--- src/rtl/div_if.sv ---
// div_if: request/response bundle between the execute stage and the iterative divider.
interface div_if;
   logic        signed_div_i;
   logic [31:0] opdata1_i;
   logic [31:0] opdata2_i;
   logic        start_i;
   logic        annul_i;
   logic [63:0] result_o;
   logic        ready_o;
   modport master (output signed_div_i, opdata1_i, opdata2_i, start_i, annul_i, input result_o, ready_o);
   modport slave  (input signed_div_i, opdata1_i, opdata2_i, start_i, annul_i, output result_o, ready_o);
endinterface

--- src/rtl/div_iter.sv ---
// div_iter: 32-bit signed/unsigned restoring divider, one quotient bit per cycle.
// result_o = {remainder, quotient}; divide by zero yields all zeros.
module div_iter (
   input logic  clk,
   input logic  rst,
   div_if.slave bus
);
   typedef enum logic [1:0] {FREE, BYZERO, ON, END} state_t;
   state_t      r_state, w_next;
   logic [64:0] r_acc, w_sh, w_step;
   logic [31:0] r_dvs, w_m1, w_m2, w_q, w_r;
   logic [32:0] w_diff;
   logic [5:0]  r_cnt;
   logic        r_sgn, r_s1, r_s2, r_ready, w_ge;
   logic [63:0] r_result;
   always_comb begin
      w_m1   = (bus.signed_div_i & bus.opdata1_i[31]) ? -bus.opdata1_i : bus.opdata1_i;
      w_m2   = (bus.signed_div_i & bus.opdata2_i[31]) ? -bus.opdata2_i : bus.opdata2_i;
      w_sh   = r_acc << 1;
      w_diff = w_sh[64:32] - {1'b0, r_dvs};
      w_ge   = w_sh[64:32] >= {1'b0, r_dvs};
      w_step = w_ge ? {w_diff, w_sh[31:1], 1'b1} : w_sh;
      // magnitudes were divided; restore signs on the final step
      w_q    = (r_sgn & (r_s1 ^ r_s2)) ? -w_step[31:0] : w_step[31:0];
      w_r    = (r_sgn & r_s1) ? -w_step[63:32] : w_step[63:32];
   end
   always_comb begin
      w_next = r_state;
      case (r_state)
         FREE:    w_next = (bus.start_i & ~bus.annul_i) ? ((bus.opdata2_i == 32'd0) ? BYZERO : ON) : FREE;
         BYZERO:  w_next = bus.annul_i ? FREE : END;
         ON:      w_next = bus.annul_i ? FREE : ((r_cnt == 6'd31) ? END : ON);
         default: w_next = bus.start_i ? END : FREE;
      endcase
   end
   always_ff @(posedge clk or posedge rst) begin
      if (rst) begin
         r_state  <= FREE;
         r_acc    <= '0;
         r_dvs    <= '0;
         r_cnt    <= '0;
         r_sgn    <= 1'b0;
         r_s1     <= 1'b0;
         r_s2     <= 1'b0;
         r_ready  <= 1'b0;
         r_result <= '0;
      end else begin
         r_state  <= w_next;
         r_ready  <= w_next == END;
         r_result <= (r_state == ON && w_next == END) ? {w_r, w_q} : (w_next == END) ? r_result : 64'd0;
         if (r_state == FREE && w_next == ON) begin
            r_acc <= {33'd0, w_m1};
            r_dvs <= w_m2;
            r_sgn <= bus.signed_div_i;
            r_s1  <= bus.opdata1_i[31];
            r_s2  <= bus.opdata2_i[31];
            r_cnt <= '0;
         end else if (r_state == ON) begin
            r_acc <= w_step;
            r_cnt <= r_cnt + 6'd1;
         end
      end
   end
   assign bus.result_o = r_result;
   assign bus.ready_o  = r_ready;
endmodule
--- src/flat_wrapper.sv ---
// flat-port wrapper written by rule: the top's interface ports become plain ports
module div_iter_flat 
  (clk, rst, bus_signed_div_i, bus_opdata1_i, bus_opdata2_i, bus_start_i, bus_annul_i, bus_result_o, bus_ready_o);
  div_if bus_i ();
  input logic clk;
  input logic rst;
  input wire logic [$bits(bus_i.signed_div_i)-1:0] bus_signed_div_i;
  input wire logic [$bits(bus_i.opdata1_i)-1:0] bus_opdata1_i;
  input wire logic [$bits(bus_i.opdata2_i)-1:0] bus_opdata2_i;
  input wire logic [$bits(bus_i.start_i)-1:0] bus_start_i;
  input wire logic [$bits(bus_i.annul_i)-1:0] bus_annul_i;
  output wire logic [$bits(bus_i.result_o)-1:0] bus_result_o;
  output wire logic [$bits(bus_i.ready_o)-1:0] bus_ready_o;
  assign bus_i.signed_div_i = bus_signed_div_i;
  assign bus_i.opdata1_i = bus_opdata1_i;
  assign bus_i.opdata2_i = bus_opdata2_i;
  assign bus_i.start_i = bus_start_i;
  assign bus_i.annul_i = bus_annul_i;
  assign bus_result_o = bus_i.result_o;
  assign bus_ready_o = bus_i.ready_o;
  div_iter u_core (.clk(clk), .rst(rst), .bus(bus_i));
endmodule
--- config.mk ---
export PLATFORM = sky130hd
export DESIGN_NAME = div_iter_flat
export DESIGN_NICKNAME = d
export VERILOG_FILES = /design/src/rtl/div_if.sv /design/src/rtl/div_iter.sv /design/src/flat_wrapper.sv
export SDC_FILE = /design/constraint.sdc
export NUM_CORES = 1
export LEC_CHECK = 0
export CORE_MARGIN = 10
export CORE_UTILIZATION = 30
export CTS_CLUSTER_DIAMETER = 50
export DETAILED_ROUTE_END_ITERATION = 10
export PLACE_DENSITY_LB_ADDON = 0.2
export SLEW_MARGIN = 10
export SYNTH_ARGS = -nofsm -noshare
export SYNTH_HDL_FRONTEND = slang
export SYNTH_SLANG_ARGS = --single-unit
export TNS_END_PERCENT = 20
--- constraint.sdc ---
create_clock -name clk -period 9.3 [get_ports clk]
set_clock_uncertainty 0.05 [all_clocks]
set_input_delay 2.79 -clock clk [delete_from_list [all_inputs] [get_ports clk]]
set_output_delay 2.79 -clock clk [all_outputs]
set_load 0.05 [all_outputs]
[Yosys cells after proc, flatten, opt, wreduce, memory -nomap -nowiden]
Cells that the tools add are included.
Cells by class
  equal/unequal tests: 6
  reduce and logical (&&, ||, !) cells: 5
  multiplexer cells: 18
  magnitude comparators: 1
  multipliers: 0
  add/sub/neg operators: 6
  divide/modulo/power cells: 0
  bitwise logic cells: 7
  shifts and indexed selects: 0
Operators with widths (number)
  64-bit 2-to-1 mux: 5
  32-bit 2-to-1 mux: 4
  32-bit negation: 4
  33-bit by 32-bit greater-or-equal comparator with 1-bit output: 1
  32-bit zero test: 1
  32-bit subtractor: 1
  6-bit 2-to-1 mux: 2
  2-bit 2-to-1 mux: 5
  6-bit by 1-bit adder with 6-bit output, second input constant: 1
  2-bit == test, second input constant: 3
  6-bit by 5-bit == test with 1-bit output, second input constant: 1
  2-bit case mux with 3 select lines: 1
  1-bit bitwise AND: 5
  2-bit by 1-bit == test with 1-bit output, second input constant: 1
  1-bit logical AND: 2
  2-bit zero test: 1
  2-bit != test, second input constant: 1
  2-bit nonzero test: 1
  1-bit 2-to-1 mux: 1
  1-bit NOT: 1
  1-bit XOR: 1
Word-level totals
  output and inout port bits: 65
  input bits: 69
  word-level logic and storage cells: 52
  RAM bits: 0
  latch bits: 0
  register bits: 172
  memories: 0
  ROM bits: 0

[Logic depth before layout (Yosys ltp)]
Gate-level depths: netlist of the first run.
  depth after elaboration: 7
  mapped depth: 23
  mapped depth without buffers: 19

[Least setup slack after synthesis of the first run]
Ideal clock, no wire load.
  kind: input to register
  start: input port bus_opdata1_i[13]
  end: register u_core.r_acc[30]
  arrival time: 5.312 ns
  path slack: 3.805 ns
  buffers on the path: 0
  stages: 10
  library setup time: 0.133 ns
  data required time: 9.117 ns
  cells stage by stage: or4_1 or3_1 or4_1 nor4_2 nand2b_1 nor3_1 nand2b_1 o41a_1 xnor2_1 o21ai_0
Between the ends
  cells in the longest elaborated chain, start to end: 3
Ends and longest elaborated chain
  from (decl): line flat_wrapper.sv:8  | input wire logic [$bits(bus_i.opdata1_i)-1:0] bus_opdata1_i;
  32-bit negation: line div_iter.sv:17  | w_m1 = (bus.signed_div_i & bus.opdata1_i[31]) ? -bus.opdata1_i : bus.opdata1_i;
  32-bit 2-to-1 mux: line div_iter.sv:17
  64-bit 2-to-1 mux: line div_iter.sv:51  | if (r_state == FREE && w_next == ON) begin
  to (signal assigned): line div_iter.sv:52  | r_acc <= {33'd0, w_m1};
  to (signal assigned): line div_iter.sv:59  | r_acc <= w_step;
  to (decl): line div_iter.sv:10  | logic [64:0] r_acc, w_sh, w_step;
No other way between the ends.
A chain may end at the register's enable or synchronous reset.

[Worst setup path in the final report of the first run]
  start: input port bus_opdata2_i[16]
  end: register u_core.r_acc[9]
Between the ends
  cells in the longest elaborated chain, start to end: 7
  elaborated cells on any way between the ends: 8
  those cells by class: eq/ne: 1; mux: 4; reduce/logical: 3
Ends and longest elaborated chain
  from (decl): line flat_wrapper.sv:9  | input wire logic [$bits(bus_i.opdata2_i)-1:0] bus_opdata2_i;
  32-bit zero test *: line div_iter.sv:30  | FREE: w_next = (bus.start_i & ~bus.annul_i) ? ((bus.opdata2_i == 32'd0) ? BYZERO : ON) : FREE;
  2-bit 2-to-1 mux * (2 in series): line div_iter.sv:30
  2-bit case mux with 3 select lines *: line div_iter.sv:29  | case (r_state)
  2-bit == test *: line div_iter.sv:51
  1-bit logical AND *: line div_iter.sv:51
  64-bit 2-to-1 mux / 2-bit nonzero test (equally long branches)
Every way passes the cells marked *; elsewhere a longest branch is shown, timed or not.

==> impl_metrics.yaml, run 1 <==
timing:
  setup_repair_after_global_routing_missed_its_margin: "no"
  layout_worst_path_cycle_share_pct: 70.82
  finalWorstPathRequiredPeriod_ns: 6.586
  report.final.setup_viol: 0
  timing_max_transition_violations_final: 0
  worst_slew_margin_rel_pct: 26.31
  tightest_slew_ns: 1.103
  timing_hold_violations_final: 0
  tns_ns: 0
  timing.fmax_mhz: 151.8
  postLayoutSetupSlackWorst_ns: 2.714
clock_tree:
  post_cts_resize_count: 0
  tritoncts: "built"
  clk_transition_reported_paths_ns: 0.07
  cts_inserted_buffers: 17
  clock_tree.root_cell: "sky130_fd_sc_hd__clkbuf_16"
  numClockSinks: 172
  clk_latency_ns: 0.46
  htree_num_levels: 4
  postCtsSetupBuffers: 0
  clk_path_buf_depth: 2
  postCtsHoldBufs: 0
critical_path:
  setup.reg_to_reg.worst_slack_ns: 3.16
  critical-path-max-stage-delay_ns: 0.58
  r2r-start: "u_core.r_dvs[6]"
  start_kind: "input pin"
  cp_cell_sequence: "clkdlybuf4s50_1 > or4_1 > or3_1 > nor4_1 > nand2_1 > or3_1 > nand2_1 > or4_2 > buf_4 > nor2_1 > a221o_1"
  reg2reg_depth: 16
  timing.setup.critical_path_class: "input pin to flip-flop"
  critical_path.reg2reg.endpoint: "u_core.bus.result_o[56]"
  critical_path.slowest_cell: "sky130_fd_sc_hd__or4_2"
  cp_max_fo: 45
  arrival_ns: 6.87
  critPathCaptureType: "flip-flop"
  cp.required_ns: 9.59
global_routing:
  grt_pass1_vias: 11068
  wire_length_of_the_first_global_routing_pass_um: 66400
  groute.usage.overall_pct: 16.71
  grt_overflow: 0
  grt_antenna_before_repair: 0
  grt_max_degree: 76
synth:
  synth_compound_area_share_pct: 24.38
  post_synth_mux_area_share_pct: 1.556
  number_of_flops_mapped_to_enable_cells_by_yosys: 0
  synth_largest_area_cell: "sky130_fd_sc_hd__dfrtp_1"
  dominantRegCellSynth: "sky130_fd_sc_hd__dfrtp_1"
  synthArstFlopShare_pct: 100.0
  post_synth_num_cell_types: 85
  synth_largest_type_area_fraction_pct: 34.98
  synthCells: 1519
  sequential_to_total_area_share_from_yosys_stat_pct: 34.98
  yosys.area_share.adder_pct: 3.925
  synth-simple-area-share_pct: 21.00
  postSynthNetCount: 1626
  synth_seq_cells: 172
  synthesis.area_per_instance_um2: 8.101
  synth.cell_area_um2: 12310
  post_synth_xor_area_fraction_pct: 9.609
  ys_top_cells_by_area: "sky130_fd_sc_hd__dfrtp_1 35%, sky130_fd_sc_hd__o21ai_0 7.4%, sky130_fd_sc_hd__nand2_1 6.4%"
  yosys_warnings: 0
  synth_top_family_by_area: "compound AO/OA/AOI/OAI gates"
cells_and_area:
  area_growth_pct: 19.27
  layout.cells.most_common_list: "210 x sky130_fd_sc_hd__nand2_1, 182 x sky130_fd_sc_hd__o21ai_0, 172 x sky130_fd_sc_hd__dfrtp_1, 133 x sky130_fd_sc_hd__clkdlybuf4s50_1, 119 x sky130_fd_sc_hd__nor2_1"
  layout_commonest_cell: "sky130_fd_sc_hd__nand2_1"
  proportion_of_layout_cells_with_a_drive_suffix_above_1_pct: 4.777
  nets: 1706
  n_antenna_cell: 0
detailed_routing:
  drt_iter0_markers: 972
  drt-vias-per-instance: 5.360
  post_drt_wl_per_cell_um: 19.79
  post-route-drc-count: 0
  ant_nets: 0
  detail_route.wirelength_um: 42440
  num_vias: 11491
  drt-pass1-iter-count: 6
floorplanning:
  fp.coreArea_um2: 40740
  die_width_um: 222.5
  die_area_um2: 49520
  num_rows: 74
  starting_density_of_the_core_pct: 30.21
  die_h_um: 222.5
  io_pins: 134
placement:
  gp_congestion: 0.8984
  place_worst_setup_slack_ns: 2.192
  numPortBuffers: 133
  hpwl_um: 32350
worst_hold_path:
  min-delay-path-class: "flip-flop to flip-flop"
  min_to: "u_core.bus.result_o[41]"
  min-delay-start: "u_core.bus.result_o[41]"
  worstHoldPathCells: 2
power:
  power.density_cell_area_nw_per_um2: 400.4
  power.leakage_nw: 5.959
  ir_worst_vdd_uv: 173.2
flow_run:
  reported_max_cap_violation_count: 0
outcome:
  outcome: "completed"
## cells in the mapped netlist (all sizes together), types with 8 or more instances
| cell | count |
|---|---|
| a211o | 8 |
| a211oi | 9 |
| a21o | 10 |
| a21oi | 99 |
| a221o | 19 |
| a22oi | 9 |
| a31oi | 17 |
| and2 | 14 |
| and3 | 18 |
| buf | 27 |
| clkbuf | 58 |
| dfrtp | 172 |
| ha | 37 |
| inv | 50 |
| mux2i | 18 |
| nand2 | 211 |
| nand2b | 9 |
| nand3 | 58 |
| nand4 | 15 |
| nor2 | 121 |
| nor3 | 35 |
| nor4 | 15 |
| o211ai | 13 |
| o21a | 8 |
| o21ai | 193 |
| o31ai | 28 |
| o41ai | 8 |
| or3 | 16 |
| or4 | 12 |
| xnor2 | 69 |
| xor2 | 66 |
## stage by stage
step                utilization [%]  cells  hold slack, ns  total power [mW]  instance area (um2)
floorplan                         -   1519          0.3998             3.981                12310
global placement              34.54   2112          0.4129             5.050                14070
detailed placement            34.54   2112          0.4196             5.077                14070
CTS                           36.03   2144          0.4373             5.845                14680
global route                  36.03   2144          0.4488             6.351                14680
finish                        36.03   2144          0.4284             5.876                14680
## registers in the layout, indices dropped and copies added (netlist names)
signal / cells
u_core.bus.ready_o: 1
u_core.bus.result_o: 64
u_core.r_acc: 64
u_core.r_cnt: 6
u_core.r_dvs: 32
u_core.r_s1: 1
u_core.r_s2: 1
u_core.r_sgn: 1
u_core.r_state: 2
## logic make-up (layout without fill, tap and decap cells)
kind of cell / after synthesis / in the layout
AOI/OAI and AO/OA: 472 / 472
xor gates and xnor gates: 135 / 135
adders and majority gates: 38 / 38
buffers and inverters: 135 / 228
DFF: 172 / 172
muxes: 19 / 19
and+or+nand+nor: 548 / 548
## worst max path at each step
stage	cells after the start	endpoint	slack (ns)	from
CTS	11	u_core.r_acc[9]	2.67	bus_opdata2_i[16]
global placement	11	u_core.r_acc[11]	2.25	bus_opdata2_i[18]
floorplan	1	u_core.bus.ready_o	1.80	rst
finish	11	u_core.r_acc[9]	2.71	bus_opdata2_i[16]
detailed placement	11	u_core.r_acc[4]	2.19	bus_opdata2_i[18]
global route	11	u_core.r_acc[4]	2.45	bus_opdata2_i[18]
## final cells by class
type	instances	area (um2)
clock buffer	18	429.2
tap	532	665.6
timing repair buffer	146	1429
inverter	50	192.7
fill	4306	26060
multi-input combinational	1212	7480
clock inverter	14	176.4
sequential	172	4304
## routing by layer
metal / track usage [%] / vias to the layer above / part of all wire (%)
met1: 23.81 / 5538 / 49
met4: 4.141 / 0 / 1.3
met2: 25.84 / 273 / 45
met5: 0 / - / 0
met3: 2.442 / 32 / 4.5
li1: - / 5648 / -
## critical path, delay by kind of cell
family	cells	cell delay [ns]
and+or+nand+nor	8	2.70
AOI/OAI and AO/OA	1	0.28
buffers and inverters	2	1.07
## where the power goes
group	total, mW	switching, mW	internal (mW)	leakage, nW
sequential	1.21	0.251	0.959	2.26
clock	0.747	0.361	0.386	0.296
combinational	3.92	2.56	1.36	3.41
total	5.88	3.17	2.71	5.96
No activity file was read; power rests on OpenSTA's default activity.
==> run 2: changes to the inputs <==
Clock period 9.3 ns to 6.2 ns, I/O delays scaled along.
==> impl_metrics.yaml, run 2 (synthesis results as in run 1) <==
floorplanning:
  die_width_um: 222.5
  io_pins: 134
  die_area_um2: 49520
  num_rows: 74
  starting_density_of_the_core_pct: 30.21
  die_h_um: 222.5
  fp.coreArea_um2: 40740
worst_hold_path:
  worstHoldPathCells: 2
  min-delay-start: "u_core.bus.result_o[2]"
  min_to: "u_core.bus.result_o[2]"
  min-delay-path-class: "flip-flop to flip-flop"
critical_path:
  timing.setup.critical_path_class: "input pin to flip-flop"
  cp_max_fo: 4
  arrival_ns: 5.56
  reg2reg_depth: 16
  setup.reg_to_reg.worst_slack_ns: 1.24
  cp.required_ns: 6.47
  critical_path.reg2reg.endpoint: "u_core.bus.result_o[52]"
  critPathCaptureType: "flip-flop"
  start_kind: "input pin"
  r2r-start: "u_core.r_acc[41]"
timing:
  layout_worst_path_cycle_share_pct: 85.32
  finalWorstPathRequiredPeriod_ns: 5.290
  setup_repair_after_global_routing_missed_its_margin: "no"
  report.final.setup_viol: 0
  timing_hold_violations_final: 0
  timing_max_transition_violations_final: 0
  worst_slew_margin_rel_pct: 33.39
  tightest_slew_ns: 0.9991
  tns_ns: 0
  timing.fmax_mhz: 189.0
detailed_routing:
  drt-pass1-iter-count: 5
  drt-vias-per-instance: 5.391
  num_vias: 11633
  detail_route.wirelength_um: 42520
  post_drt_wl_per_cell_um: 19.70
  post-route-drc-count: 0
  ant_nets: 0
  drt_iter0_markers: 932
clock_tree:
  numClockSinks: 172
  htree_num_levels: 4
  clock_tree.root_cell: "sky130_fd_sc_hd__clkbuf_16"
  postCtsHoldBufs: 0
  clk_path_buf_depth: 2
  clk_transition_reported_paths_ns: 0.08
  postCtsSetupBuffers: 0
  clk_latency_ns: 0.45
  tritoncts: "built"
  post_cts_resize_count: 0
  cts_inserted_buffers: 17
global_routing:
  groute.usage.overall_pct: 16.80
  grt_antenna_before_repair: 1
  grt_overflow: 0
  grt_max_degree: 173
  wire_length_of_the_first_global_routing_pass_um: 67160
  grt_pass1_vias: 11343
power:
  totalPowerFinal_mw: 8.858
  power.leakage_nw: 6.008
  ir_worst_vdd_uv: 318.2
  power.density_cell_area_nw_per_um2: 600.0
cells_and_area:
  proportion_of_layout_cells_with_a_drive_suffix_above_1_pct: 5.658
  layout_commonest_cell: "sky130_fd_sc_hd__nand2_1"
  register_area_um2: 4304
  layout.cells.most_common_list: "210 x sky130_fd_sc_hd__nand2_1, 182 x sky130_fd_sc_hd__o21ai_0, 172 x sky130_fd_sc_hd__dfrtp_1, 133 x sky130_fd_sc_hd__clkdlybuf4s50_1, 119 x sky130_fd_sc_hd__nor2_1"
  fill_cells: 4219
  post_layout_nonfiller_instances: 2158
  multiInputGateArea_um2: 7480
  area_growth_pct: 19.98
  n_antenna_cell: 0
  nets: 1720
flow_run:
  reported_max_cap_violation_count: 0
placement:
  gp_congestion: 0.8916
  placed_cells_incl_taps: 2126
  hpwl_um: 32360
  numPortBuffers: 133
outcome:
  outcome: "completed"
[run 2: changes by cell type in the layout (fill, tap and decap cells not counted), sizes merged]
| cell | before | now |
|---|---|---|
| clkinvlp | 0 | 4 |
| buf | 13 | 27 |
| clkbuf | 18 | 17 |
| inv | 57 | 55 |
| bufinv | 1 | 0 |
[run 2: area by class of cell]
type                       count  share of cell area (%)
sequential                   172                   29.15
multi-input combinational   1212                   50.66
timing repair buffer         160                   10.56
clock inverter                15                  0.9407
clock buffer                  17                   2.881
tap                          532                   4.508
inverter                      50                   1.297
[run 2: worst max-delay path by stage]
stage / start / to / slack [ns]
CTS: bus_opdata1_i[13] / u_core.r_acc[30] / 0.97
floorplan: u_core.r_acc[39] / u_core.bus.result_o[62] / 1.54
global route: bus_opdata2_i[18] / u_core.bus.result_o[46] / 0.74
finish: bus_opdata1_i[13] / u_core.r_acc[30] / 0.91
detailed placement: bus_opdata2_i[18] / u_core.bus.result_o[55] / 0.51
global placement: bus_opdata1_i[13] / u_core.r_acc[30] / 0.52
[run 2: layer usage]
metal  part of all wire [%]  global-route usage, %  vias to the layer above
li1                       -                      -                     5670
met1                     49                  24.10                     5632
met2                     45                  26.03                      300
met3                    5.2                  2.560                       29
met4                    1.0                  3.378                        2
met5                  0.038                      0                        -
[run 2: through the flow]
stage | hold WS, ns | setup WS (ns) | util, % | area, um2
after floorplan | 0.3998 | 1.545 | - | 12310
after global placement | 0.4127 | 0.5221 | 34.86 | 14200
after detailed placement | 0.4215 | 0.5113 | 34.86 | 14200
after CTS | 0.4381 | 0.9724 | 36.24 | 14760
after global routing | 0.4541 | 0.7406 | 36.24 | 14760
final | 0.4309 | 0.9104 | 36.24 | 14760
[run 2: critical path: stages]
cell and delay, ns:
sky130_fd_sc_hd__clkdlybuf4s50_1 0.46, sky130_fd_sc_hd__or4_1 0.59, sky130_fd_sc_hd__or3_1 0.44, sky130_fd_sc_hd__or4_1 0.53
sky130_fd_sc_hd__nor4_2 0.42, sky130_fd_sc_hd__nand2b_1 0.17, sky130_fd_sc_hd__nor3_1 0.24, sky130_fd_sc_hd__nand2b_1 0.15
sky130_fd_sc_hd__o41a_1 0.40, sky130_fd_sc_hd__xnor2_1 0.18, sky130_fd_sc_hd__o21ai_0 0.10
[run 2: where the power goes]
part           internal [mW]  switching (mW)
clock                  0.530           0.538
combinational           2.12            3.86
sequential              1.44           0.380
